File: src/rtl/x86_ucode_pkg.sv
// Shared micro-state codes, opcodes and decode types for the x86-subset
// instruction decoder and its control-signal decoder.
package x86_ucode_pkg;

  localparam logic [7:0] ST_NOP      = 8'd0;
  localparam logic [7:0] ST_AGEN     = 8'd1;
  localparam logic [7:0] ST_MEM_RD   = 8'd2;
  localparam logic [7:0] ST_EXEC_MEM = 8'd3;
  localparam logic [7:0] ST_WB_REG   = 8'd4;
  localparam logic [7:0] ST_WB_DATA  = 8'd5;
  localparam logic [7:0] ST_MEM_WR   = 8'd6;
  localparam logic [7:0] ST_ALU_RR   = 8'd8;
  localparam logic [7:0] ST_MOV_IMM  = 8'd12;
  localparam logic [7:0] ST_JUMP     = 8'd16;

  localparam logic [7:0] OP_ADD_RM_R   = 8'h01;
  localparam logic [7:0] OP_ADD_R_RM   = 8'h03;
  localparam logic [7:0] OP_OR_RM_R    = 8'h09;
  localparam logic [7:0] OP_OR_R_RM    = 8'h0B;
  localparam logic [7:0] OP_GRP1_IMM32 = 8'h81;
  localparam logic [7:0] OP_GRP1_IMM8  = 8'h83;
  localparam logic [7:0] OP_MOV_IMM_LO = 8'hB8;
  localparam logic [7:0] OP_JMP_REL32  = 8'hE9;
  localparam logic [7:0] OP_JMP_REL8   = 8'hEB;

  typedef enum logic [2:0] {
    MOV_IMM,
    ALU_RR,
    ALU_LOAD,
    ALU_RMW,
    JMP
  } instr_class_t;

  typedef enum logic [2:0] {
    P_OPC,
    P_MODRM,
    P_DISP,
    P_IMM,
    EXEC,
    ERR
  } parse_state_t;

  function automatic logic [2:0] seq_len(input instr_class_t cls);
    logic [2:0] len;
    case (cls)
      ALU_LOAD: len = 3'd4;
      ALU_RMW:  len = 3'd5;
      default:  len = 3'd1;
    endcase
    return len;
  endfunction

  function automatic logic [7:0] step_code(input instr_class_t cls, input logic [2:0] step);
    logic [7:0] code;
    code = ST_NOP;
    case (cls)
      MOV_IMM: code = ST_MOV_IMM;
      ALU_RR:  code = ST_ALU_RR;
      JMP:     code = ST_JUMP;
      ALU_LOAD: begin
        case (step)
          3'd0:    code = ST_AGEN;
          3'd1:    code = ST_MEM_RD;
          3'd2:    code = ST_EXEC_MEM;
          default: code = ST_WB_REG;
        endcase
      end
      ALU_RMW: begin
        case (step)
          3'd0:    code = ST_AGEN;
          3'd1:    code = ST_MEM_RD;
          3'd2:    code = ST_EXEC_MEM;
          3'd3:    code = ST_WB_DATA;
          default: code = ST_MEM_WR;
        endcase
      end
      default: code = ST_NOP;
    endcase
    return code;
  endfunction

  // Memory-access codes are held for MEM_CYCLES; every other code lasts one cycle.
  function automatic logic is_mem_wait(input logic [7:0] code);
    return (code == ST_MEM_RD) || (code == ST_MEM_WR);
  endfunction

endpackage

File: src/rtl/exec_sequencer.sv
// Steps the micro-state code through the execution sequence of one
// instruction class, holding memory-access codes for MEM_CYCLES cycles.
module exec_sequencer
  import x86_ucode_pkg::*;
#(
  parameter int MEM_CYCLES = 3
) (
  input  logic         clk,
  input  logic         rst,
  input  logic         start,
  input  instr_class_t cls_in,
  output logic [7:0]   state,
  output logic         instr_done
);

  logic         active;
  instr_class_t cls;
  logic [2:0]   step;
  logic [3:0]   wait_cnt;

  logic [7:0]   code;
  logic [3:0]   dur_m1;
  logic         step_end;
  logic         last_step;

  always_comb begin
    code       = step_code(cls, step);
    dur_m1     = is_mem_wait(code) ? 4'(MEM_CYCLES - 1) : 4'd0;
    step_end   = (wait_cnt == dur_m1);
    last_step  = (step == (seq_len(cls) - 3'd1));
    state      = (active && !rst) ? code : ST_NOP;
    instr_done = active && !rst && step_end && last_step;
  end

  // The wait counter restarts at zero on every code change.
  always_ff @(posedge clk) begin
    if (rst) begin
      active   <= 1'b0;
      cls      <= MOV_IMM;
      step     <= 3'd0;
      wait_cnt <= 4'd0;
    end else if (start) begin
      active   <= 1'b1;
      cls      <= cls_in;
      step     <= 3'd0;
      wait_cnt <= 4'd0;
    end else if (active) begin
      if (step_end) begin
        wait_cnt <= 4'd0;
        if (last_step) active <= 1'b0;
        else           step   <= step + 3'd1;
      end else begin
        wait_cnt <= wait_cnt + 4'd1;
      end
    end
  end

endmodule

File: src/rtl/instr_decode_sequencer.sv
// Byte-serial x86-subset decoder: parses opcode/ModRM/disp/imm over a
// valid/ready stream, then hands the instruction class to exec_sequencer.
//
// state   | meaning
// P_OPC   | waiting for opcode byte; clears ModRM/disp/imm on accept
// P_MODRM | waiting for ModRM byte
// P_DISP  | collecting 1 or 4 displacement bytes
// P_IMM   | collecting 1 or 4 immediate bytes
// EXEC    | exec_sequencer running; no bytes accepted
// ERR     | one-cycle illegal pulse, then back to P_OPC
module instr_decode_sequencer
  import x86_ucode_pkg::*;
#(
  parameter int MEM_CYCLES = 3
) (
  input  logic        clk,
  input  logic        rst,
  input  logic [7:0]  byte_in,
  input  logic        byte_valid,
  output logic        byte_ready,
  output logic [7:0]  state,
  output logic [7:0]  opcode,
  output logic [7:0]  modrm,
  output logic [7:0]  disp8,
  output logic [31:0] disp32,
  output logic [7:0]  imm8,
  output logic [31:0] imm32,
  output logic        instr_done,
  output logic        illegal
);

  parse_state_t pstate, pnext;
  instr_class_t cls_q, start_cls;
  logic [2:0]   disp_len_q, imm_len_q;
  logic [1:0]   cnt_q;
  logic         accept, start;

  logic         op_ok, op_has_modrm;
  logic [2:0]   op_disp_len, op_imm_len;
  instr_class_t op_cls;

  logic [1:0]   mrm_mod;
  logic [2:0]   mrm_rm;
  logic         mrm_sib;
  logic [2:0]   mrm_disp_len;
  instr_class_t mrm_cls;

  logic         disp_last, imm_last;

  assign byte_ready = !rst && (pstate inside {P_OPC, P_MODRM, P_DISP, P_IMM});
  assign illegal    = !rst && (pstate == ERR);
  assign accept     = byte_valid && byte_ready;
  assign disp_last  = ({1'b0, cnt_q} == (disp_len_q - 3'd1));
  assign imm_last   = ({1'b0, cnt_q} == (imm_len_q - 3'd1));

  // Opcode classification of the byte currently on byte_in.
  always_comb begin
    op_ok        = 1'b0;
    op_has_modrm = 1'b0;
    op_disp_len  = 3'd0;
    op_imm_len   = 3'd0;
    op_cls       = MOV_IMM;
    if (byte_in[7:3] == OP_MOV_IMM_LO[7:3]) begin
      op_ok      = 1'b1;
      op_imm_len = 3'd4;
    end else begin
      case (byte_in)
        OP_ADD_RM_R, OP_ADD_R_RM, OP_OR_RM_R, OP_OR_R_RM: begin
          op_ok        = 1'b1;
          op_has_modrm = 1'b1;
        end
        OP_GRP1_IMM32: begin
          op_ok        = 1'b1;
          op_has_modrm = 1'b1;
          op_imm_len   = 3'd4;
        end
        OP_GRP1_IMM8: begin
          op_ok        = 1'b1;
          op_has_modrm = 1'b1;
          op_imm_len   = 3'd1;
        end
        OP_JMP_REL32: begin
          op_ok       = 1'b1;
          op_disp_len = 3'd4;
          op_cls      = JMP;
        end
        OP_JMP_REL8: begin
          op_ok       = 1'b1;
          op_disp_len = 3'd1;
          op_cls      = JMP;
        end
        default: op_ok = 1'b0;
      endcase
    end
  end

  always_comb begin
    mrm_mod = byte_in[7:6];
    mrm_rm  = byte_in[2:0];
    mrm_sib = (mrm_mod != 2'b11) && (mrm_rm == 3'b100);
    case (mrm_mod)
      2'b01:   mrm_disp_len = 3'd1;
      2'b10:   mrm_disp_len = 3'd4;
      2'b00:   mrm_disp_len = (mrm_rm == 3'b101) ? 3'd4 : 3'd0;
      default: mrm_disp_len = 3'd0;
    endcase
    if (mrm_mod == 2'b11)
      mrm_cls = ALU_RR;
    else if ((opcode == OP_ADD_R_RM) || (opcode == OP_OR_R_RM))
      mrm_cls = ALU_LOAD;
    else
      mrm_cls = ALU_RMW;
  end

  always_comb begin
    pnext     = pstate;
    start     = 1'b0;
    start_cls = cls_q;
    case (pstate)
      P_OPC: begin
        if (accept) begin
          if (!op_ok)                  pnext = ERR;
          else if (op_has_modrm)       pnext = P_MODRM;
          else if (op_disp_len != 3'd0) pnext = P_DISP;
          else                         pnext = P_IMM;
        end
      end
      P_MODRM: begin
        start_cls = mrm_cls;
        if (accept) begin
          if (mrm_sib)                   pnext = ERR;
          else if (mrm_disp_len != 3'd0) pnext = P_DISP;
          else if (imm_len_q != 3'd0)    pnext = P_IMM;
          else begin
            pnext = EXEC;
            start = 1'b1;
          end
        end
      end
      P_DISP: begin
        if (accept && disp_last) begin
          if (imm_len_q != 3'd0) pnext = P_IMM;
          else begin
            pnext = EXEC;
            start = 1'b1;
          end
        end
      end
      P_IMM: begin
        if (accept && imm_last) begin
          pnext = EXEC;
          start = 1'b1;
        end
      end
      EXEC:    if (instr_done) pnext = P_OPC;
      ERR:     pnext = P_OPC;
      default: pnext = P_OPC;
    endcase
  end

  always_ff @(posedge clk) begin
    if (rst) pstate <= P_OPC;
    else     pstate <= pnext;
  end

  always_ff @(posedge clk) begin
    if (rst) begin
      opcode     <= 8'h00;
      modrm      <= 8'h00;
      disp8      <= 8'h00;
      disp32     <= 32'h0;
      imm8       <= 8'h00;
      imm32      <= 32'h0;
      cls_q      <= MOV_IMM;
      disp_len_q <= 3'd0;
      imm_len_q  <= 3'd0;
      cnt_q      <= 2'd0;
    end else if (accept) begin
      case (pstate)
        P_OPC: begin
          opcode     <= byte_in;
          modrm      <= 8'h00;
          disp8      <= 8'h00;
          disp32     <= 32'h0;
          imm8       <= 8'h00;
          imm32      <= 32'h0;
          cls_q      <= op_cls;
          disp_len_q <= op_disp_len;
          imm_len_q  <= op_imm_len;
          cnt_q      <= 2'd0;
        end
        P_MODRM: begin
          modrm      <= byte_in;
          cls_q      <= mrm_cls;
          disp_len_q <= mrm_disp_len;
        end
        P_DISP: begin
          if (disp_len_q == 3'd1) begin
            disp8  <= byte_in;
            disp32 <= {{24{byte_in[7]}}, byte_in};
          end else begin
            disp32[{cnt_q, 3'b000} +: 8] <= byte_in;
          end
          cnt_q <= disp_last ? 2'd0 : cnt_q + 2'd1;
        end
        P_IMM: begin
          if (imm_len_q == 3'd1) imm8 <= byte_in;
          else                   imm32[{cnt_q, 3'b000} +: 8] <= byte_in;
          cnt_q <= imm_last ? 2'd0 : cnt_q + 2'd1;
        end
        default: ;
      endcase
    end
  end

  exec_sequencer #(
    .MEM_CYCLES(MEM_CYCLES)
  ) u_exec (
    .clk       (clk),
    .rst       (rst),
    .start     (start),
    .cls_in    (start_cls),
    .state     (state),
    .instr_done(instr_done)
  );

endmodule

File: config.mk
export PLATFORM = sky130hd
export DESIGN_NAME = instr_decode_sequencer
export DESIGN_NICKNAME = d
export VERILOG_FILES = /design/src/rtl/x86_ucode_pkg.sv /design/src/rtl/exec_sequencer.sv /design/src/rtl/instr_decode_sequencer.sv
export SDC_FILE = /design/constraint.sdc
export NUM_CORES = 1
export LEC_CHECK = 0
export CORE_MARGIN = 2
export CORE_UTILIZATION = 55
export DETAILED_ROUTE_END_ITERATION = 12
export PLACE_DENSITY = 0.87
export SLEW_MARGIN = 20
export SYNTH_ARGS = -nofsm -noshare
export SYNTH_HDL_FRONTEND = slang
export SYNTH_HIERARCHICAL = 1
export SYNTH_SLANG_ARGS = --single-unit
File: constraint.sdc
create_clock -name clk -period 6 [get_ports clk]
set_input_delay 1.2 -clock clk [delete_from_list [all_inputs] [get_ports clk]]
set_output_delay 1.2 -clock clk [all_outputs]
set_load 0.01 [all_outputs]
==> impl_metrics.toml <==
[cts]
h-tree-depth = 4
tritoncts = "built"
cts_setup_buffers = 0
cts_buffers = 17
cts_sinks = 119
cts_root_buf = "clkbuf_8"
cts_buffer_depth = 2
cts_resized = 0
hold_buffers = 0
path_clk_slew_ns = 0.06
insertion_delay_ns = 0.53

[pwr]
p_sw_w = 0.000561
peakVddDrop_uv = 194
power_frac_seq = 0.394
power.leakage_nw = 2.41
clkPwrFrac = 0.498
powerDensity_nw_per_um2 = 292
power_frac_comb = 0.107
intPower_w = 0.00155
switching_share = 0.265

[synth]
ys.flop_type = "dfxtp_1"
netlist.area_leader.share = 0.432
async_flop_share = 0
synth_top_cell_by_area = "dfxtp_1"
ys_types = 68
synth.avg_cell_area_sq_um = 8.33
ys_top_cells_by_area = "dfxtp_1 43%, a21oi_1 9.0%, a22o_1 5.1%"
yosysSeqAreaShare = 0.432
netlist_top_cells_count = "119 x dfxtp_1, 99 x a21oi_1, 66 x nand2_1"
ys_ff_latch = 119
netlist_area_sq_um = 5520
synth-edff-count = 0
yosysMostFrequentCell = "dfxtp_1"
synthCells = 662
yosysWarnings = 6

[finish]
final_core_util = 0.740
seq_area_sq_um = 2380
diodes = 0
drive_gt1_frac = 0.0725
synthToLayoutAreaGrowth_pct = 31.1
fillers = 695
fin_nets = 770
multiInputGateArea_sq_um = 2860

[detailed_routing]
wl_met3_microns = 1110
wl_met1_microns = 6570
totalWireLength_microns = 16000
first_pass_iters = 6
dr_wl_met2_microns = 7840
drc = 0
vias_per_cell = 6.13
ant_nets = 0
drt-initial-drc-count = 547
top_layer = "met4"
route.vias.total = 5470
wl_per_cell_microns = 17.9

[worst_setup_path]
crit_start = "u_exec/step[0]"
crit_type = "reg2out"
r2r-end = "u_exec/wait_cnt[2]"
reg2reg_from = "pstate[0]"
crit_required_ns = 4.80
crit_end = "instr_done"
reg2reg_slack_ns = 2.72
crit_arrival_ns = 3.27
critPathMaxFanout = 7
start_kind = "register"
r2r_cells = 9
endpoint_kind = "primary output"

[timing]
fmax_mhz = 224
fin_skew_ns = 0.0105
post-route-period-util = 0.745
rsz0062_at_grt = "no"
layout_min_cycle_time_ns = 4.47
maxSlewHeadroom = 0.243
final.setup.tns_ns = 0
worstMarginPinSlew_ns = 1.13
hold_viol_final = 0
setup_violations = 0
slew_viol_final = 0

[floorplan]
die_h_microns = 104
rows = 36
die_w_microns = 104
io_pins = 118
fp.dieArea_sq_um = 10800
core_sq_um = 9770
start_util = 0.564

[global_route]
grt_pass1_wl_microns = 25300
grt_pass1_vias = 5342
gr-total-overflow = 0
antenna_found_initial = 0
grt_util_all_layers = 0.286
grt_start_max_net_pins = 58

[flow_run]
drv_cap = 0

[placed_design]
portBuffers = 114
gp_congestion = 0.851
dp_hpwl_microns = 10300

[outcome]
outcome = "completed"

[hold_path]
hold_class = "reg2reg"
-- placed cells by master (no fill, tap or decap), drive strengths merged, types with 8 or more instances in the layout --
master,instances
a22oi,8
nand2b,12
mux2i,8
clkdlybuf4s50,113
a21oi,99
or3,10
clkbuf,18
nor3,29
nand3,31
a22o,32
nor2,58
o21ai,14
inv,18
ha,13
nand4,8
nor2b,12
dfxtp,119
nand2,66
-- power by group through the flow --
stage	clock network, W	logic (W)	registers [W]
detailed placement	0	0.000217	0.000849
floorplan	0	0.000159	0.000838
finish	0.00105	0.000227	0.000833
global route	0.00109	0.000242	0.000836
global placement	0	0.000210	0.000848
CTS	0.00105	0.000220	0.000832
-- how the worst min path moves through the flow --
stage,slack [ns],cells past startpoint,start,endpoint
after floorplan,0.43,2,cls_q[2],cls_q[2]
after global placement,0.43,2,cls_q[2],cls_q[2]
after detailed placement,0.44,2,cls_q[2],cls_q[2]
after CTS,0.45,2,cls_q[0],cls_q[0]
after global routing,0.48,2,opcode[3],opcode[3]
final,0.46,2,modrm[6],modrm[6]
-- metal layers --
metal  vias to the layer above  track usage
met5                         -            0
li1                       2528            -
met4                         0        0.131
met3                        52       0.0595
met2                       291        0.483
met1                      2599        0.350
-- area by class of cell --
cell class / count / area share
inverters: 15 / 0.00779
clock inverters: 14 / 0.0272
clock buffers: 18 / 0.0578
multi-input cells: 477 / 0.396
flip-flops and latches: 119 / 0.329
repair buffers: 116 / 0.159
well taps: 133 / 0.0230
-- flip-flops by register name, summed over array words and instances, names as in the netlist --
register	flops
imm8	8
disp8	8
pstate	3
opcode	8
u_exec/active	1
u_exec/step	3
disp_len_q	2
modrm	8
cnt_q	2
imm32	32
cls_q	3
imm_len_q	2
disp32	32
u_exec/cls	3
u_exec/wait_cnt	4
-- cells by family after synthesis --
kind of cell,Yosys count,synth area share
other cells,1,0.000680
fa+ha+maj,13,0.0295
mux,8,0.0145
simple gates,265,0.252
compound gates,186,0.215
xor+xnor,2,0.00318
flops,119,0.432
buf+inv,68,0.0533
-- critical path, cell delays in order, from the launching register on --
cell and delay (ns):
dfxtp_1 0.44, inv_1 0.13, ha_1 0.24, o21ba_2 0.22, o21ai_0 0.42, a31oi_4 0.16, nor2_1 0.28, and4b_1 0.29
clkdlybuf4s50_1 0.55
-- per-stage QoR --
stage / hold WS (ns) / instance area [sq um] / std cells / power, W / setup WS (ns)
floorplan: 0.427 / 5520 / 664 / 0.000997 / 2.76
global placement: 0.434 / 6600 / 860 / 0.00106 / 1.77
detailed placement: 0.440 / 6600 / 860 / 0.00107 / 1.73
CTS: 0.454 / 7220 / 892 / 0.00210 / 1.55
global route: 0.478 / 7230 / 892 / 0.00217 / 1.34
finish: 0.458 / 7230 / 892 / 0.00211 / 1.53
Note: power is estimated with default switching activity, not from simulation.
